[config.mk]
export PLATFORM = sky130hd
export DESIGN_NAME = vx_alu_dispatch_arb
export DESIGN_NICKNAME = d
export VERILOG_FILES = /design/src/rtl/vx_alu_dispatch_arb.sv
export SDC_FILE = /design/constraint.sdc
export NUM_CORES = 2
export LEC_CHECK = 0
export CORE_AREA = 2 2 501 503
export CTS_CLUSTER_SIZE = 24
export DETAILED_ROUTE_END_ITERATION = 7
export DIE_AREA = 0 0 503 505
export PLACE_DENSITY_LB_ADDON = 0.05
export SYNTH_ARGS = -nofsm -noshare
export SYNTH_HDL_FRONTEND = slang
export SYNTH_SLANG_ARGS = --single-unit
[constraint.sdc]
create_clock -name clk -period 43.2 [get_ports clk]
set_input_delay 10.8 -clock clk [delete_from_list [all_inputs] [get_ports clk]]
set_output_delay 10.8 -clock clk [all_outputs]
set_load 0.02 [all_outputs]
[src/rtl/vx_alu_dispatch_arb.sv]
// Round-robin arbiter that shares one ALU request channel among NUM_REQS issue slices.
// The granted payload lands in a 2-entry elastic buffer, so every ALU-side output comes from a register.
module vx_alu_dispatch_arb #(
    parameter int NUM_REQS = 4,
    parameter int DATAW    = 256,
    parameter int IDXW     = $clog2(NUM_REQS)
) (
    input  logic                         clk,
    input  logic                         reset,
    input  logic [NUM_REQS-1:0]          req_valid,
    input  logic [NUM_REQS*DATAW-1:0]    req_data,
    output logic [NUM_REQS-1:0]          req_ready,
    output logic                         alu_valid,
    output logic [DATAW-1:0]             alu_data,
    output logic [IDXW-1:0]              alu_src,
    input  logic                         alu_ready,
    output logic                         busy
);

    logic [IDXW-1:0]  rr_ptr;
    logic [IDXW-1:0]  grant;
    logic             has_grant;
    logic [1:0]       count;
    logic             wr_ptr;
    logic             rd_ptr;
    logic             full;
    logic             push;
    logic             pop;
    logic [DATAW-1:0] buf_data [2];
    logic [IDXW-1:0]  buf_src  [2];

    always_comb begin
        int idx;
        idx       = 0;
        grant     = '0;
        has_grant = 1'b0;
        for (int k = 0; k < NUM_REQS; k++) begin
            idx = int'(rr_ptr) + k;
            if (idx >= NUM_REQS) begin
                idx = idx - NUM_REQS;
            end
            if (!has_grant && req_valid[idx]) begin
                has_grant = 1'b1;
                grant     = IDXW'(idx);
            end
        end
    end

    // Ready is deliberately blind to alu_ready: a full buffer stalls issue even in a pop cycle,
    // which keeps the ALU handshake off the issue-side timing path.
    assign full      = (count == 2'd2);
    assign push      = has_grant & ~full & ~reset;
    assign req_ready = push ? (NUM_REQS'(1) << grant) : '0;
    assign pop       = alu_valid & alu_ready;

    always_ff @(posedge clk or posedge reset) begin
        if (reset) begin
            rr_ptr      <= '0;
            count       <= 2'd0;
            wr_ptr      <= 1'b0;
            rd_ptr      <= 1'b0;
            buf_data[0] <= '0;
            buf_data[1] <= '0;
            buf_src[0]  <= '0;
            buf_src[1]  <= '0;
        end else begin
            if (push) begin
                buf_data[wr_ptr] <= req_data[grant*DATAW +: DATAW];
                buf_src[wr_ptr]  <= grant;
                wr_ptr           <= ~wr_ptr;
                rr_ptr           <= (grant == IDXW'(NUM_REQS-1)) ? '0 : grant + 1'b1;
            end
            if (pop) begin
                rd_ptr <= ~rd_ptr;
            end
            case ({push, pop})
                2'b10:   count <= count + 2'd1;
                2'b01:   count <= count - 2'd1;
                default: count <= count;
            endcase
        end
    end

    assign alu_valid = (count != 2'd0);
    assign alu_data  = buf_data[rd_ptr];
    assign alu_src   = buf_src[rd_ptr];
    assign busy      = (count != 2'd0) | (|req_valid);

    // Requester-side handshake: a pending request must hold valid and payload until accepted.
    for (genvar i = 0; i < NUM_REQS; i++) begin : g_req_chk
        a_hold : assert property (@(posedge clk) disable iff (reset)
            (req_valid[i] && !req_ready[i]) |=>
            (req_valid[i] && $stable(req_data[i*DATAW +: DATAW])));
    end

    a_onehot : assert property (@(posedge clk) disable iff (reset) $onehot0(req_ready));
    a_count  : assert property (@(posedge clk) disable iff (reset) count <= 2'd2);

endmodule
Yosys cells after proc, flatten, opt, wreduce, memory -nomap -nowiden
Index checks and enable logic that the tools add are counted.
{"block": "totals", "register_bits": 522, "inputBits": 1031}
{"block": "classes", "n_addsub": 10, "n_lt_le_gt_ge": 11, "n_eq_ne": 4, "n_shift": 2, "muxes": 39, "bitwise": 10, "n_reduce_logical": 10}
{"operator": "$mux W256", "n": 4}
{"operator": "$shiftx A1024 B11 Y256", "n": 1}
{"operator": "$bwmux W512", "n": 1}
{"operator": "$demux W256 S1", "n": 1}
{"operator": "$lt A32 B4 Y1 const B", "n": 4}
{"operator": "$mux W32", "n": 4}
{"operator": "$mux W2", "n": 9}
{"operator": "$mux W1", "n": 12}
{"operator": "$sub A3 B3 Y4 const B", "n": 3}
{"operator": "$ge A3 B3 Y1 const B", "n": 3}
{"operator": "$bmux W1 S2", "n": 4}
{"operator": "$add A2 B2 Y3 const B", "n": 2}
{"operator": "$eq A2 B2 Y1 const B", "n": 3}
{"operator": "$add A2 B1 Y2 const B", "n": 2}
{"operator": "$bwmux W4", "n": 1}
{"operator": "$ge A2 B2 Y1 const B", "n": 2}
{"operator": "$logic_and A1 B1 Y1", "n": 4}
{"operator": "$mux W4", "n": 1}
{"operator": "$not A1 Y1", "n": 4}
{"operator": "$not A1 Y2", "n": 2}
{"operator": "$pmux W2 S2", "n": 1}
{"operator": "$reduce_bool A2 Y1", "n": 2}
{"operator": "$reduce_or A4 Y1", "n": 1}
{"operator": "$shl A1 B2 Y4 const A", "n": 1}
{"operator": "10 further kinds", "n": 14}

Longest topological paths before layout
{"block": "logic_depth", "depth_word": 19, "mapped_depth": 10, "depth_no_buf": 8}

Least setup slack after synthesis
OpenSTA, ideal clock, no wires.
{"block": "synth_path", "kind": "input to output", "from": "in reset", "to": "out req_ready[0]", "t_arrival_ns": 23.630, "required_time_ns": 32.400, "slack_ns": 8.770, "path_stages": 4, "path_buffers": 0, "path_cell_list": "inv_1 nand2_1 nor2_1 and2_1"}
{"block": "synth_via", "elab_chain_cells": 3}
{"item": "from (decl)", "line": "9", "rtl": "input logic reset,"}
{"item": "$not A1 Y1", "line": "52", "rtl": "assign push = has_grant & ~full & ~reset;"}
{"item": "$and A1 B1 Y1", "line": "52"}
{"item": "$mux W4", "line": "53", "rtl": "assign req_ready = push ? (NUM_REQS'(1) << grant) : '0;"}
{"item": "to (decl)", "line": "12", "rtl": "output logic [NUM_REQS-1:0] req_ready,"}
No other way between the ends.

Worst setup path after layout
{"block": "layout_path", "from": "in req_valid[2]", "to": "out req_ready[0]"}
{"block": "layout_via", "word_cells_on_any_way": 30, "cone_classes": "shift: 1; mux: 21; bitwise: 2; reduce/logical: 6"}
{"item": "from (decl)", "line": "10", "rtl": "input logic [NUM_REQS-1:0] req_valid,"}
{"item": "$bmux W1 S2", "line": "42", "rtl": "if (!has_grant && req_valid[idx]) begin"}
{"item": "$mux W1 (implied by the code) (2 in series)", "line": "42"}
{"item": "$mux W1", "line": "42"}
{"item": "$logic_not A1 Y1", "line": "42"}
{"item": "$logic_and A1 B1 Y1", "line": "42"}
{"item": "$mux W1", "line": "42"}
{"item": "$logic_not A1 Y1", "line": "42"}
{"item": "$logic_and A1 B1 Y1", "line": "42"}
{"item": "$mux W1", "line": "42"}
{"item": "$logic_not A1 Y1", "line": "42"}
{"item": "$logic_and A1 B1 Y1", "line": "42"}
{"item": "$mux W2 (*)", "line": "42"}
{"item": "named net grant[0]", "line": "21", "rtl": "logic [IDXW-1:0] grant;"}
{"item": "$shl A1 B2 Y4 (*)", "line": "53"}
{"item": "$mux W4 (*)", "line": "53"}
The timed path passes the listed nets; every way through them passes the cells marked *. The select of a mux whose other input is x is not followed.

==> flow_metrics.py <==
metrics = {
    "timing": {
        "setup_tns_ns": 0,
        "setup_violations": 0,
        "clock-skew-final_ns": 0.0308,
        "worst_pin_slew_ns": 1.29,
        "relSlewSlack_pct": 13.9,
        "drv_slew": 0,
        "grt_setup_unrepaired": "false",
        "finalHoldViolCount": 0,
        "holdWs_ns": 0.482,
        "period_share_pct": 56.3,
        "fmax_mhz": 41.1,
        "min_period_ns": 24.30,
    },
    "yosys": {
        "synthTopCellsByCount": "nand2_1 (889), dfrtp_1 (522), mux2_2 (362), a2bb2oi_1 (298), o221ai_1 (296)",
        "yosys_warnings": 0,
        "synthArstFlopShare_pct": 100,
        "syn_area_um2": 32400,
        "ys.flop_type": "dfrtp_1",
        "synth_top_cell_area_share_pct": 40.3,
        "synth_nets": 4405,
        "synth_cells": 3369,
        "yosysSeqAreaShare_pct": 40.3,
        "ys_seq_elements": 522,
        "synth_edf_count": 0,
        "ys_types": 42,
        "synth.avg_cell_area_um2": 9.62,
        "yosysTopAreaCell": "dfrtp_1",
        "netlist_top_cells_area": "dfrtp_1 (40%), mux2_2 (13%), nand2_1 (10%), a2bb2oi_1 (8.1%), o221ai_1 (8.0%)",
        "synth.most_common_cell": "nand2_1",
    },
    "critical_path": {
        "path_depth": 8,
        "cpPeakStageDelay_ns": 0.63,
        "r2r-start": "rr_ptr[1]",
        "critPathRequiredTime_ns": 32.40,
        "crit_type": "input pin to output pin",
        "reg2reg_depth": 9,
        "timing.critical_path.buf_inv": 3,
        "end_kind": "output pin",
        "arrival_ns": 13.50,
        "r2r_slack_ns": 38.26,
        "crit_start": "req_valid[2]",
        "worstReg2RegEnd": "buf_data[146]",
        "path_delay_family": "buffers and inverters",
        "crit_slowest_cell": "clkdlybuf4s50_1",
        "critPathMaxFanout": 71,
        "crit_chain": "buf_6 -> nand2b_1 -> a21o_1 -> and3_2 -> inv_8 -> ha_1 -> and2_1 -> clkdlybuf4s50_1",
        "cp-start-kind": "input pin",
    },
    "grt": {
        "grt_pass1_vias": 35700,
        "grt_overflow": 0,
        "antenna_found_initial": 158,
        "grt_pass1_wl_um": 334000,
        "grt_start_max_net_pins": 158,
        "globalRouteTotalUtil_pct": 19.0,
    },
    "clocking": {
        "clock_path_buffers": 3,
        "tritoncts": "yes",
        "cts-root-buf": "clkbuf_16",
        "post_cts_resize_count": 0,
        "post_cts_buffers": 0,
        "numCtsBuffers": 85,
        "htree_num_levels": 3,
        "cts.clk_slew.worst_paths_ns": 0.05,
        "cts_sinks": 522,
        "cts.hold.buffers_added": 0,
        "clock_latency_ns": 0.72,
    },
    "place": {
        "gp_congestion": 0.774,
        "place.detailed.hpwl_um": 179000,
        "io_buffers": 1294,
    },
    "floorplan": {
        "die_y_um": 505,
        "fp.dieArea_um2": 254000,
        "ios": 1295,
        "die_w_um": 503,
        "start_util_pct": 13.1,
        "rows": 183,
        "core-area_um2": 248000,
    },
    "hold_path": {
        "hold_start": "buf_src[0]",
        "whs_path_depth": 2,
        "hold_end": "buf_src[0]",
        "hp-class": "register to register",
    },
    "pwr": {
        "powerDensity_nw_per_um2": 73.1,
        "p_leak_nw": 19.6,
        "peakVddDrop_v": 0.0000331,
        "finalPower_mw": 3.76,
    },
    "run": {
        "maxCapViolations": 0,
    },
    "status": {
        "outcome": "complete, no violations",
    },
    "cells_and_area": {
        "nets": 5491,
        "fin_util_pct": 20.7,
        "drive_above_1_share_pct": 12.7,
        "area_growth_pct": 58.8,
    },
    "route": {
        "dr.pass1.iters": 5,
        "first_iter_violations": 2303,
        "avgViaCountPerCell": 4.37,
        "drc_errors": 0,
        "routed_wl_um": 251000,
        "ant_nets": 0,
        "vias": 34500,
        "wire_per_inst_um": 31.8,
    },
}
-- worst reg2reg max path: cells and delay by family, from the launching register on --
kind | cells | cell delay (ns)
AO/OA/AOI/OAI | 4 | 1.23
flip-flops | 1 | 0.49
buffers and inverters | 5 | 3.05
-- worst max path at each step --
stage,endpoint,slack (ns)
2_1_floorplan,req_ready[0],8.77
3_3_place_gp,req_ready[0],18.75
3_5_place_dp,req_ready[0],18.83
4_1_cts,req_ready[0],18.81
5_1_grt,req_ready[0],18.63
6_report,req_ready[0],18.90
-- per-layer routing --
metal / track usage, % / wire [um] / up-vias
met4: 3.97 / 5270 / 122
met2: 33.3 / 124000 / 1531
li1: - / - / 15000
met1: 22.4 / 100000 / 17400
met3: 5.96 / 21100 / 379
met5: 0 / 795 / -
-- metrics by stage --
| stage | setup WS (ns) | area (um2) | cells |
|---|---|---|---|
| final | 18.90 | 51500 | 7884 |
| after global routing | 18.63 | 51400 | 7859 |
| after CTS | 18.81 | 51400 | 7852 |
| after detailed placement | 18.83 | 48600 | 7698 |
| after global placement | 18.75 | 48600 | 7698 |
| after floorplan | 8.77 | 32400 | 3369 |
-- where the power goes --
group | internal (mW) | leakage (nW) | switching (mW)
clock network | 0.411 | 1.35 | 0.294
registers | 0.723 | 6.51 | 0.130
logic | 0.931 | 11.7 | 1.27
total | 2.07 | 19.6 | 1.70
-- final cells by class --
cell class / count / area, um2
Clock buffer: 133 / 2560
Multi-Input combinational cell: 2484 / 17900
Inverter: 6 / 37.5
Fill cell: 27300 / 197000
Clock inverter: 21 / 169
Sequential cell: 522 / 13100
Timing Repair Buffer: 1356 / 13500
Tap cell: 3330 / 4170
Antenna cell: 32 / 80.1
-- flip-flops by register name, indices dropped and copies added (netlist names) --
register,count
rr_ptr,2
buf_src,4
count,2
wr_ptr,1
rd_ptr,1
buf_data,512
-- layout by cell type (no fill, tap or decap), drive strengths merged, types with 5 or more instances in the layout --
cell type,instances
a221o,214
a2bb2oi,298
and2,5
buf,63
clkbuf,133
clkdlybuf4s50,1293
clkinv,15
dfrtp,522
diode,32
ha,5
inv,9
mux2,365
mux2i,149
nand2,889
nand2b,5
nor2,8
o21ai,221
o221ai,297
-- cell families after synthesis --
| group | Yosys count | synth area share (%) |
|---|---|---|
| and+or+nand+nor | 923 | 10.9 |
| DFF | 522 | 40.3 |
| buffers and inverters | 363 | 4.81 |
| muxes | 514 | 17.3 |
| AOI/OAI and AO/OA | 1038 | 26.4 |
| adders and majority gates | 5 | 0.193 |
| xor gates and xnor gates | 4 | 0.108 |
Power figures use the tool's default switching activity.
